[src/rtl/cache_pipe_pkg.sv]
// rtl/cache_pipe_pkg.sv - shared request type and mask normalisation for the cache request stage
package cache_pipe_pkg;

    localparam int REQ_ADDR_W = 32;
    localparam int REQ_DATA_W = 32;
    localparam int REQ_MASK_W = REQ_DATA_W / 8;

    typedef struct packed {
        logic [REQ_ADDR_W-1:0] addr;
        logic [REQ_MASK_W-1:0] rmask;
        logic [REQ_MASK_W-1:0] wmask;
        logic [REQ_DATA_W-1:0] wdata;
    } cache_req_t;

    typedef struct packed {
        logic       keep;
        cache_req_t req;
        logic       err;
    } cache_norm_t;

    // Empty masks are dropped; read+write collapses to a write and flags an error.
    function automatic cache_norm_t normalize_req(input cache_req_t r);
        cache_norm_t n;
        n.req  = r;
        n.keep = (|r.rmask) | (|r.wmask);
        n.err  = (|r.rmask) & (|r.wmask);
        if (n.err) begin
            n.req.rmask = '0;
        end
        return n;
    endfunction

endpackage

[src/rtl/cache_req_slot.sv]
// rtl/cache_req_slot.sv - one valid+payload holding register with load, clear and sync reset
module cache_req_slot #(
    parameter int W = 8
) (
    input  logic         clk,
    input  logic         rst,
    input  logic         load,
    input  logic         clear,
    input  logic [W-1:0] d,
    output logic         valid,
    output logic [W-1:0] q
);

    logic         valid_d, valid_q;
    logic [W-1:0] data_d, data_q;

    // Load wins over clear so a slot can be popped and refilled in one cycle.
    always_comb begin
        valid_d = valid_q;
        data_d  = data_q;
        if (load) begin
            valid_d = 1'b1;
            data_d  = d;
        end else if (clear) begin
            valid_d = 1'b0;
        end
    end

    always_ff @(posedge clk) begin
        if (rst) begin
            valid_q <= 1'b0;
            data_q  <= '0;
        end else begin
            valid_q <= valid_d;
            data_q  <= data_d;
        end
    end

    assign valid = valid_q;
    assign q     = data_q;

endmodule

[src/rtl/cache_stage_pipe.sv]
// rtl/cache_stage_pipe.sv - request stage register between accept and tag/data-array stages
// Optional skid slot with registered up_ready when CACHE_STAGE_SKID_EN is defined.
module cache_stage_pipe
    import cache_pipe_pkg::*;
#(
    parameter int ADDR_W      = 32,
    parameter int DATA_W      = 32,
    parameter int STALL_CNT_W = 16
) (
    input  logic                   clk,
    input  logic                   rst,
    input  logic                   flush,
    input  logic                   up_valid,
    output logic                   up_ready,
    input  logic [ADDR_W-1:0]      up_addr,
    input  logic [DATA_W/8-1:0]    up_rmask,
    input  logic [DATA_W/8-1:0]    up_wmask,
    input  logic [DATA_W-1:0]      up_wdata,
    output logic                   dn_valid,
    input  logic                   dn_ready,
    output logic [ADDR_W-1:0]      dn_addr,
    output logic [DATA_W/8-1:0]    dn_rmask,
    output logic [DATA_W/8-1:0]    dn_wmask,
    output logic [DATA_W-1:0]      dn_wdata,
    output logic                   dn_csb,
    output logic [1:0]             occupancy,
    output logic                   mask_err,
    output logic [STALL_CNT_W-1:0] stall_cnt
);

    localparam int MASK_W = DATA_W / 8;
    localparam int PAY_W  = ADDR_W + 2 * MASK_W + DATA_W;

    logic [PAY_W-1:0] up_payload;
    logic             up_keep;
    logic             up_err;

    if (ADDR_W == REQ_ADDR_W && DATA_W == REQ_DATA_W) begin : g_norm_pkg
        cache_req_t  up_req;
        cache_norm_t up_norm;
        always_comb begin
            up_req     = '{addr: up_addr, rmask: up_rmask, wmask: up_wmask, wdata: up_wdata};
            up_norm    = normalize_req(up_req);
            up_keep    = up_norm.keep;
            up_err     = up_norm.err;
            up_payload = up_norm.req;
        end
    end else begin : g_norm_wide
        // Same rule as normalize_req, for widths the shared struct does not cover.
        always_comb begin
            up_keep    = (|up_rmask) | (|up_wmask);
            up_err     = (|up_rmask) & (|up_wmask);
            up_payload = {up_addr, (up_err ? {MASK_W{1'b0}} : up_rmask), up_wmask, up_wdata};
        end
    end

    logic             main_v, main_load, main_clear;
    logic [PAY_W-1:0] main_d, main_q;
    logic             up_fire, in_fire, dn_fire;

    assign dn_valid = main_v;
    assign dn_fire  = main_v && dn_ready;
    assign up_fire  = up_valid && up_ready;
    assign in_fire  = up_fire && up_keep;

`ifdef CACHE_STAGE_SKID_EN
    logic             skid_v, skid_load, skid_clear;
    logic [PAY_W-1:0] skid_q;

    assign up_ready = !rst && !flush && !skid_v;

    // The skid slot only fills while main is full and stalled, so ordering is main then skid.
    always_comb begin
        main_load  = 1'b0;
        main_d     = up_payload;
        main_clear = dn_fire || flush;
        skid_load  = 1'b0;
        skid_clear = flush;
        if (!flush) begin
            if (skid_v && dn_fire) begin
                main_load  = 1'b1;
                main_d     = skid_q;
                skid_clear = 1'b1;
            end else if (in_fire && (!main_v || dn_fire)) begin
                main_load = 1'b1;
            end else if (in_fire) begin
                skid_load = 1'b1;
            end
        end
    end

    cache_req_slot #(.W(PAY_W)) u_skid (
        .clk   (clk),
        .rst   (rst),
        .load  (skid_load),
        .clear (skid_clear),
        .d     (up_payload),
        .valid (skid_v),
        .q     (skid_q)
    );

    assign occupancy = {1'b0, main_v} + {1'b0, skid_v};
`else
    assign up_ready = !rst && !flush && (!main_v || dn_ready);

    always_comb begin
        main_load  = in_fire;
        main_d     = up_payload;
        main_clear = dn_fire || flush;
    end

    assign occupancy = {1'b0, main_v};
`endif

    cache_req_slot #(.W(PAY_W)) u_main (
        .clk   (clk),
        .rst   (rst),
        .load  (main_load),
        .clear (main_clear),
        .d     (main_d),
        .valid (main_v),
        .q     (main_q)
    );

    assign dn_addr  = main_q[PAY_W-1 -: ADDR_W];
    assign dn_rmask = main_q[DATA_W + 2*MASK_W - 1 -: MASK_W];
    assign dn_wmask = main_q[DATA_W + MASK_W - 1 -: MASK_W];
    assign dn_wdata = main_q[DATA_W-1:0];
    assign dn_csb   = !main_v;

    logic                   mask_err_d, mask_err_q;
    logic [STALL_CNT_W-1:0] stall_cnt_d, stall_cnt_q;

    always_comb begin
        mask_err_d  = mask_err_q | (up_fire && up_err);
        stall_cnt_d = stall_cnt_q;
        if (main_v && !dn_ready && (stall_cnt_q != {STALL_CNT_W{1'b1}})) begin
            stall_cnt_d = stall_cnt_q + 1'b1;
        end
    end

    always_ff @(posedge clk) begin
        if (rst) begin
            mask_err_q  <= 1'b0;
            stall_cnt_q <= '0;
        end else begin
            mask_err_q  <= mask_err_d;
            stall_cnt_q <= stall_cnt_d;
        end
    end

    assign mask_err  = mask_err_q;
    assign stall_cnt = stall_cnt_q;

endmodule

[config.mk]
export PLATFORM = sky130hd
export DESIGN_NAME = cache_stage_pipe
export DESIGN_NICKNAME = d
export VERILOG_FILES = /design/src/rtl/cache_pipe_pkg.sv /design/src/rtl/cache_req_slot.sv /design/src/rtl/cache_stage_pipe.sv
export SDC_FILE = /design/constraint.sdc
export NUM_CORES = 1
export LEC_CHECK = 0
export BUFFER_PORTS_ARGS = -buffer_cell sky130_fd_sc_hd__buf_2
export CAP_MARGIN = 20
export CORE_ASPECT_RATIO = 1.75
export CORE_MARGIN = 1.5
export CORE_UTILIZATION = 35
export CTS_CLUSTER_SIZE = 24
export DETAILED_ROUTE_END_ITERATION = 6
export PLACE_DENSITY = 0.64
export SKIP_CTS_REPAIR_TIMING = 1
export SLEW_MARGIN = 0
export SYNTH_ARGS = -nofsm -noshare
export SYNTH_HDL_FRONTEND = slang
export SYNTH_SLANG_ARGS = --single-unit
[constraint.sdc]
create_clock -name clk -period 1.7 [get_ports clk]
set_input_delay 0.17 -clock clk [delete_from_list [all_inputs] [get_ports clk]]
set_output_delay 0.17 -clock clk [all_outputs]
set_load 0.02 [all_outputs]
**Word level (Yosys, flattened, before mapping)**

Index checks and enable logic that the tools add are counted.

- Add/subtract/negate cells: 1
- Equal/unequal tests: 1
- Multiplexer cells: 3
- Bitwise operators: 3
- Reduce and logical (&&, ||, !) cells: 17

Operators by type and width:

| kind | number |
|---|---|
| $add 16x1->16 const B | 1 |
| $ne 16x16->1 const B | 1 |
| $logic_and 1x1->1 | 8 |
| $reduce_or 4->1 | 2 |
| $logic_not 1->1 | 4 |
| $mux 4 | 1 |
| $logic_or 1x1->1 | 2 |
| $mux 1 | 2 |
| $or 1x1->1 | 2 |
| $reduce_bool 2->1 | 1 |
| $and 1x1->1 | 1 |

- Bits in registers: 90
- Input bits: 77
- Output and inout bits: 94

**Logic depth before layout (Yosys ltp)**

Gate-level depths: netlist (run 1).

- Word-level depth: 6
- Mapped depth: 8
- Depth with buffers taken out: 5

**By module**

A second synthesis (run 1) with hierarchy kept.

- Cell total of the unflattened synthesis: 350
- Area total of the unflattened synthesis: 3609.7 µm²

By module, submodules not included:

| module | times used | cells an instance | area an instance (µm²) |
|---|---|---|---|
| cache_req_slot | 1 | 236 | 2660.1 |
| cache_stage_pipe | 1 | 114 | 949.7 |

**Worst setup path after synthesis (run 1)**

No wires, ideal clock.

- Path type: register to register
- Start: reg stall_cnt_q[0] (netlist: stall_cnt[0])
- End: reg stall_cnt_q[1] (netlist: stall_cnt[1])
- Arrival time: 1.990 ns
- Required time: 1.585 ns
- Slack: -0.405 ns
- Stages on the path, launching flop included: 7
- Clock period less this slack: 2.105 ns
- Cell sequence: dfxtp_1 > ha_1 > nand4_1 > nor4_1 > clkbuf_1 > nor3b_1 > o21a_1

- Word-level cells in the longest chain between the ends: 2
- Elaborated cells between the ends (all ways): 3
- Those cells by class: add/sub: 1; eq/ne: 1; reduce/logical: 1

Ends and longest elaborated chain:

| item | line | RTL |
|---|---|---|
| from (decl) | cache_stage_pipe.sv:132 | `logic [STALL_CNT_W-1:0] stall_cnt_d, stall_cnt_q;` |
| from (signal assigned) | cache_stage_pipe.sv:148 | `stall_cnt_q <= stall_cnt_d;` |
| parallel branches: the longest is 2 deep, another holds $add 16x1->16 | -- |  |

Several ways; the timed one is not identified.
A chain may end at the register's enable or synchronous reset.

**Worst setup path after layout (run 1)**

- Start: reg stall_cnt_q[7] (netlist: stall_cnt[7])
- End: reg stall_cnt_q[13] (netlist: stall_cnt[13])

Same word-level chain as after synthesis.

==> qor.yml, run 1 <==
stdcell_count: 730
ir_drop_mv: 0.5936
die_area_um2: 10300
dp_slack_ns: -0.02259
ys_seq_elements: 90
vias: 3609
cp_slowest_cell: "or4_4"
gp_congestion: 0.7621
htree_num_levels: 3
intPower_mw: 3.419
grt_max_degree: 87
path_class: "reg -> reg"
crit_top_cell: "or4_4"
period_share: 1.011
post_drt_wl_per_cell_um: 14.05
antenna_found_initial: 2
crit_chain: "nand3_4 -> or4_4 -> or4_4 -> a21oi_2"
avgSynthCellArea_um2: 8.081
drc_errors: 0
violations: "negative setup slack"
overflow: 0
skew_ns: 0.008256
yosysUniqueCellTypes: 40
cts_max_path_buffers: 2
worstPathArrival_ns: 2.00
grt_pass1_wl_um: 15840
finalSetupTns_ns: -0.02813
pwr-share-comb: 0.094
cts_tree: "done"
cts_root_buf: "clkbuf_16"
p_clk_frac: 0.428
wl_um: 10260
seq_power_share: 0.478
cts.sinks: 90
netlist.area_leader.share: 0.5322
die_w_um: 77.35
firstDrtPassIters: 4
drv_cap: 0
synth_area_leader_cell: "dfxtp_1"
cts_buffers: 9
max_stage_delay_ns: 0.55
hold_class: "in -> reg"
synth_area_um2: 3386
yosysWarnings: 0
place_inst: 711
drtIter0Drc: 156
synthesis.instances: 419
synth-seq-area-share: 0.5322
p_sw_frac: 0.2532
core_area_um2: 9409
vias_per_cell: 4.944
track_usage: 0.1931
setup_slack_ns: -0.01835
leakagePower_nw: 2.223
drv_slew: 0
power_mw: 4.578
startpoint_type: "flop"
hold_slack_ns: 0.05351
status: "finished with violations"
first_global_vias: 3479
most-common-layout-cells: "buf_2, nand2_1, dfxtp_1, a21oi_1, buf_4"
area_growth_pct: 46.75
rows: 47
finalSetupViolCount: 2
max_freq_mhz: 582.0
die_h_um: 133.1
final_layout_size_suffix_gt1_frac: 0.3987
critPathRequiredTime_ns: 1.98
place.detailed.hpwl_um: 7201
rsz0062_at_grt: "true"
final-hold-violation-count: 0
start_util: 0.3598
final_common_cell: "buf_2"
power.density_nw_per_um2: 921.3
ant_nets: 0
synth_area_leaders: "dfxtp_1, nand2_1, a21oi_1"
io_pins: 171
period_needed_ns: 1.718
crit_fanout: 5
nNetsFinal: 680
clk_latency_ns: 0.34
cp-end-kind: "flop"
synth_nets: 497
io_buffers: 169
p_sw_mw: 1.159
path_clk_slew_ns: 0.06
## state kept, by name, summed over array words and instances, names as in the netlist
name,cells
u_main.valid,1
u_main.q,72
stall_cnt,16
mask_err,1
## final cells by class
type	count	area, µm²
Multi-Input combinational cell	295	1513
Fill cell	914	4441
Clock inverter	6	46.29
Sequential cell	90	1828
Antenna cell	1	2.502
Inverter	4	15.01
Tap cell	122	152.6
Timing Repair Buffer	202	1161
Clock buffer	10	250.2
## kinds of logic after synthesis
family | after synthesis | share of synthesized area
xor+xnor | 1 | 0.002587
mux | 1 | 0.003326
fa+ha+maj | 1 | 0.003695
compound gates | 102 | 0.1741
flops | 90 | 0.5322
simple gates | 189 | 0.2384
other cells | 1 | 0.001108
buf+inv | 34 | 0.04471
## routing by layer
layer	track usage	routed length (µm)	vias to the layer above
li1	-	-	1780
met1	0.1926	3759	1680
met2	0.3567	5612	122
met3	0.04110	540	25
met4	0.1182	327	2
met5	0	16	-
## path summary, 6_finish.rpt
kind	slack, ns	from	end	cells past startpoint
max	-0.02	stall_cnt[7]$_SDFFE_PP0P_	stall_cnt[13]$_SDFFE_PP0P_	4
max reg2reg	-0.02	stall_cnt[7]$_SDFFE_PP0P_	stall_cnt[13]$_SDFFE_PP0P_	4
min reg2reg	0.45	u_main.q[6]$_SDFFE_PP0P_	u_main.q[6]$_SDFFE_PP0P_	2
min	0.05	up_rmask[3]	u_main.q[39]$_SDFFE_PP0P_	2
## per-stage QoR
stage                     area [µm²]  utilization
after floorplan                 3481            -
after global placement          4621       0.4911
after detailed placement        4621       0.4911
after CTS                       4917       0.5226
after global routing            4966       0.5278
final                           4969       0.5281
## power groups by stage
stage | clock, mW | combinational [mW] | sequential [mW]
after global routing | 2.11 | 0.468 | 2.19
after CTS | 2.00 | 0.427 | 2.19
after floorplan | 0 | 0.150 | 2.30
after global placement | 0 | 0.419 | 2.23
after detailed placement | 0 | 0.426 | 2.23
final | 1.96 | 0.431 | 2.19
## Yosys cell counts, drive strengths merged
| cell type | n |
|---|---|
| and3 | 2 |
| nand3 | 7 |
| o2111ai | 2 |
| and4 | 1 |
| o21bai | 1 |
| a22o | 4 |
| a41oi | 1 |
| o221a | 1 |
| xor2 | 1 |
| nor3b | 1 |
| or3 | 4 |
| dfxtp | 90 |
| inv | 4 |
| o21ai | 4 |
| o2111a | 1 |
| clkbuf | 22 |
| nor2b | 1 |
| nand4 | 4 |
| and2b | 1 |
| o31a | 2 |
| nor3 | 4 |
| a21oi | 76 |
| ha | 1 |
| buf | 8 |
| mux2 | 1 |
| nand2b | 1 |
| nor2 | 8 |
| nor4 | 5 |
| or4 | 7 |
| or2 | 1 |
| a211oi | 1 |
| a31oi | 1 |
| o21a | 4 |
| o31ai | 4 |
| nand2 | 142 |
| conb | 1 |
## worst max-delay path, delay by kind of cell (launching register included)
kind,cells,cell delay (ns)
flip-flops,1,0.36
AO/OA/AOI/OAI,1,0.11
AND/OR/NAND/NOR,3,1.18
(Power assumes the default switching activity.)
==> run 2, diff against run 1 <==
--- a/config.mk
+++ b/config.mk
@@ -12,9 +12,10 @@
 export CORE_UTILIZATION = 35
 export CTS_CLUSTER_SIZE = 24
 export DETAILED_ROUTE_END_ITERATION = 6
-export PLACE_DENSITY = 0.64
+export PLACE_DENSITY = 0.63
 export SKIP_CTS_REPAIR_TIMING = 1
 export SLEW_MARGIN = 0
 export SYNTH_ARGS = -nofsm -noshare
 export SYNTH_HDL_FRONTEND = slang
+export SYNTH_HIERARCHICAL = 1
 export SYNTH_SLANG_ARGS = --single-unit
==> run 2 against run 1 <==
- the flow now finishes without violations
- first-iteration DRC count shrank 16%
- global-route usage decreased by 3.0 points
- critical path depth rose by 2
==> qor.yml, run 2 <==
yosysMostFrequentCell: "dfxtp_1"  # was nand2_1
first_global_vias: 3048  # was 3479
r2r-end: "stall_cnt[14]$_SDFFE_PP0P_"  # was stall_cnt[13]$_SDFFE_PP0P_
io_pins: 171  # unchanged
htree_num_levels: 3  # unchanged
ys.flop_type: "dfxtp_1"  # unchanged
grt_max_degree: 58  # was 87
vias_per_cell: 4.804  # was 4.944
worstMarginPinSlew_ns: 0.5897
place.detailed.hpwl_um: 6933  # was 7201 µm
wl_um: 9167  # was 10260 µm
drv_slew: 0  # unchanged
netlist.area_leader.share: 0.4991  # was 0.5322
path_class: "reg -> reg"  # unchanged
crit_chain: "ha_2 -> buf_4 -> and4b_1 -> nand4_1 -> or3_1 -> a21oi_1"  # was nand3_4 -> or4_4 -> or4_4 -> a21oi_2
grt_pass1_wl_um: 13940  # was 15840 µm
reg2reg_slack_ns: 0.09  # was -0.02 ns
core_area_um2: 9970  # was 9409 µm²
synth_mux_area_frac: 0.2087  # was 0.003326
finalSetupViolCount: 0  # was 2
synth_commonest_cells: "dfxtp_1, nor2_1, mux2i_1"  # was nand2_1, dfxtp_1, a21oi_1
max_stage_delay_ns: 0.33  # was 0.55 ns
vias: 3209  # was 3609
gp_congestion: 0.7486  # was 0.7621
reg2reg_from: "stall_cnt[0]$_SDFFE_PP0P_"  # was stall_cnt[7]$_SDFFE_PP0P_
drv_cap: 0  # unchanged
crit_fanout: 4  # was 5
track_usage: 0.1631  # was 0.1931
final_layout_size_suffix_gt1_frac: 0.4254  # was 0.3987
antenna_found_initial: 0  # was 2
leakagePower_nw: 2.332  # was 2.223 nW
final_common_cell: "buf_2"  # unchanged
rows: 48  # was 47
path_delay_family: "simple AND/OR/NAND/NOR gates"  # unchanged
cts_buffers: 9  # unchanged
worstHoldStart: "up_addr[26]"  # was up_rmask[3]
worstPathBufferInverterCount: 1  # was 0
yosysUniqueCellTypes: 42  # was 40
synth_adder_area_share: 0.003466  # was 0.003695
status: "finished clean"  # was finished with violations
max_freq_mhz: 622.2  # was 582.0 MHz
drc_errors: 0  # unchanged
io_buffers: 169  # unchanged
critPathRequiredTime_ns: 1.96  # was 1.98 ns
most-common-layout-cells: "buf_2, dfxtp_1, nor2_1, mux2i_1, buf_4"  # was buf_2, nand2_1, dfxtp_1, a21oi_1, buf_4
hold_path_depth: 3  # was 2
hold_class: "in -> reg"  # unchanged
die_w_um: 79.77  # was 77.35 µm
cts_root_buf: "clkbuf_16"  # unchanged
whs_endpoint: "u_main/q[66]$_SDFFE_PP0P_"  # was u_main.q[39]$_SDFFE_PP0P_
cp_slowest_cell: "dfxtp_2"  # was or4_4
largest_register_ffs: 72  # unchanged
cts.sinks: 90  # unchanged
finalSetupTns_ns: 0  # was -0.02813 ns
die_area_um2: 10960  # was 10300 µm²
clk_latency_ns: 0.34  # about the same
synth_edf_count: 0  # unchanged
drtIter0Drc: 131  # was 156
synth_nets: 428  # was 497
overflow: 0  # unchanged
yosys.area_share.xor_xnor: 0  # was 0.002587
yosysWarnings: 6  # was 0
synth_top_family_by_area: "multiplexers"  # was simple AND/OR/NAND/NOR gates
r2r_cells: 6  # was 4
rsz0062_at_grt: "false"  # was true
ys_async_sr_fraction: 0  # unchanged
ant_nets: 0  # unchanged
nNetsFinal: 616  # was 680
synth-seq-area-share: 0.4991  # was 0.5322
synth_area_leader_cell: "dfxtp_1"  # unchanged
firstDrtPassIters: 4  # unchanged
avgSynthCellArea_um2: 10.31  # was 8.081 µm²
final-hold-violation-count: 0  # unchanged
start_util: 0.3621  # was 0.3598
path_clk_slew_ns: 0.07  # was 0.06 ns
synth_compound_area_frac: 0.04957  # was 0.1741
die_h_um: 137.3  # was 133.1 µm
cp-end-kind: "flop"  # unchanged
n_antenna_cell: 0  # was 1
cts_tree: "done"  # unchanged
worstPathArrival_ns: 1.87  # was 2.00 ns
cts_max_path_buffers: 2  # unchanged
ys_seq_elements: 90  # unchanged
relSlewSlack: 0.6069
area_growth_pct: 40.59  # was 46.75%
power.density_nw_per_um2: 921.4  # was 921.3 nW/µm²
synth_area_leaders: "dfxtp_1, mux2i_1, nor2_1"  # was dfxtp_1, nand2_1, a21oi_1
synth_area_um2: 3610  # was 3386 µm²
post_drt_wl_per_cell_um: 13.72  # was 14.05 µm
skew_ns: 0.006891  # was 0.008256 ns
period_share: 0.9455  # was 1.011
period_needed_ns: 1.607  # was 1.718 ns
synth-simple-area-share: 0.1744  # was 0.2384
stdcell_count: 668  # was 730
synthesis.instances: 350  # was 419
ir_drop_mv: 0.4922  # was 0.5936 mV
startpoint_type: "flop"  # unchanged
place_inst: 650  # was 711
run 2: cell count changes in the layout (fill, tap and decap cells not counted), moves of 5 or more:
cell,delta
dfxtp_1,+6
nor2_1,+71
mux2i_1,+72
dfxtp_4,-5
buf_4,-7
a21oi_1,-65
nand2_1,-133
run 2: through the flow:
| step | power (mW) | instance area, µm² | hold WS [ns] | setup slack (ns) | utilization |
|---|---|---|---|---|---|
| 6_report | 4.676 | 5075 | 0.06352 | 0.09268 | 0.5090 |
| 3_3_place_gp | 2.694 | 4691 | 0.4045 | 0.08427 | 0.4705 |
| 5_1_grt | 4.874 | 5075 | 0.06045 | 0.006217 | 0.5090 |
| 4_1_cts | 4.726 | 4995 | 0.05848 | -0.006183 | 0.5010 |
| 3_5_place_dp | 2.707 | 4691 | 0.4146 | 0.01770 | 0.4705 |
| 2_1_floorplan | 2.518 | 3638 | 0.3172 | -0.03058 | - |
run 2: cell families after synthesis:
group | Yosys count
AOI/OAI and AO/OA | 28
muxes | 75
and+or+nand+nor | 131
buffers and inverters | 24
adders and majority gates | 1
other | 1
DFF | 90
run 2: layout make-up:
type	instances	area [µm²]
Clock buffer	10	239.0
Clock inverter	6	65.06
Fill cell	991	4895
Inverter	4	15.01
Multi-Input combinational cell	236	1630
Sequential cell	90	1808
Tap cell	125	156.4
Timing Repair Buffer	197	1161
run 2: worst max path at each step:
stage	from	to	depth (start not counted)
floorplan	u_main/valid$_SDFFE_PP0P_	u_main/q[10]$_SDFFE_PP0P_	8
global placement	u_main/valid$_SDFFE_PP0P_	u_main/q[57]$_SDFFE_PP0P_	7
detailed placement	stall_cnt[0]$_SDFFE_PP0P_	stall_cnt[0]$_SDFFE_PP0P_	5
CTS	stall_cnt[0]$_SDFFE_PP0P_	stall_cnt[0]$_SDFFE_PP0P_	5
global route	u_main/valid$_SDFFE_PP0P_	u_main/q[51]$_SDFFE_PP0P_	7
finish	stall_cnt[0]$_SDFFE_PP0P_	stall_cnt[14]$_SDFFE_PP0P_	6
run 2: worst min-delay path, cell delays in order:
cell and delay [ns]:
buf_2 0.07, mux2i_1 0.05, nor2_1 0.07
run 2: power by group:
part	internal, mW	leakage [nW]	switching (mW)
sequential	2.17	0.732	0.0285
clock	1.18	0.149	0.828
combinational	0.217	1.45	0.256
total	3.56	2.33	1.11
run 2: per-layer routing:
metal	up-vias	part of all wire	GRT usage
li1	1592	-	-
met1	1499	0.38	0.1704
met2	100	0.54	0.2990
met3	18	0.050	0.04172
met4	0	0.029	0.07663
met5	-	0	0
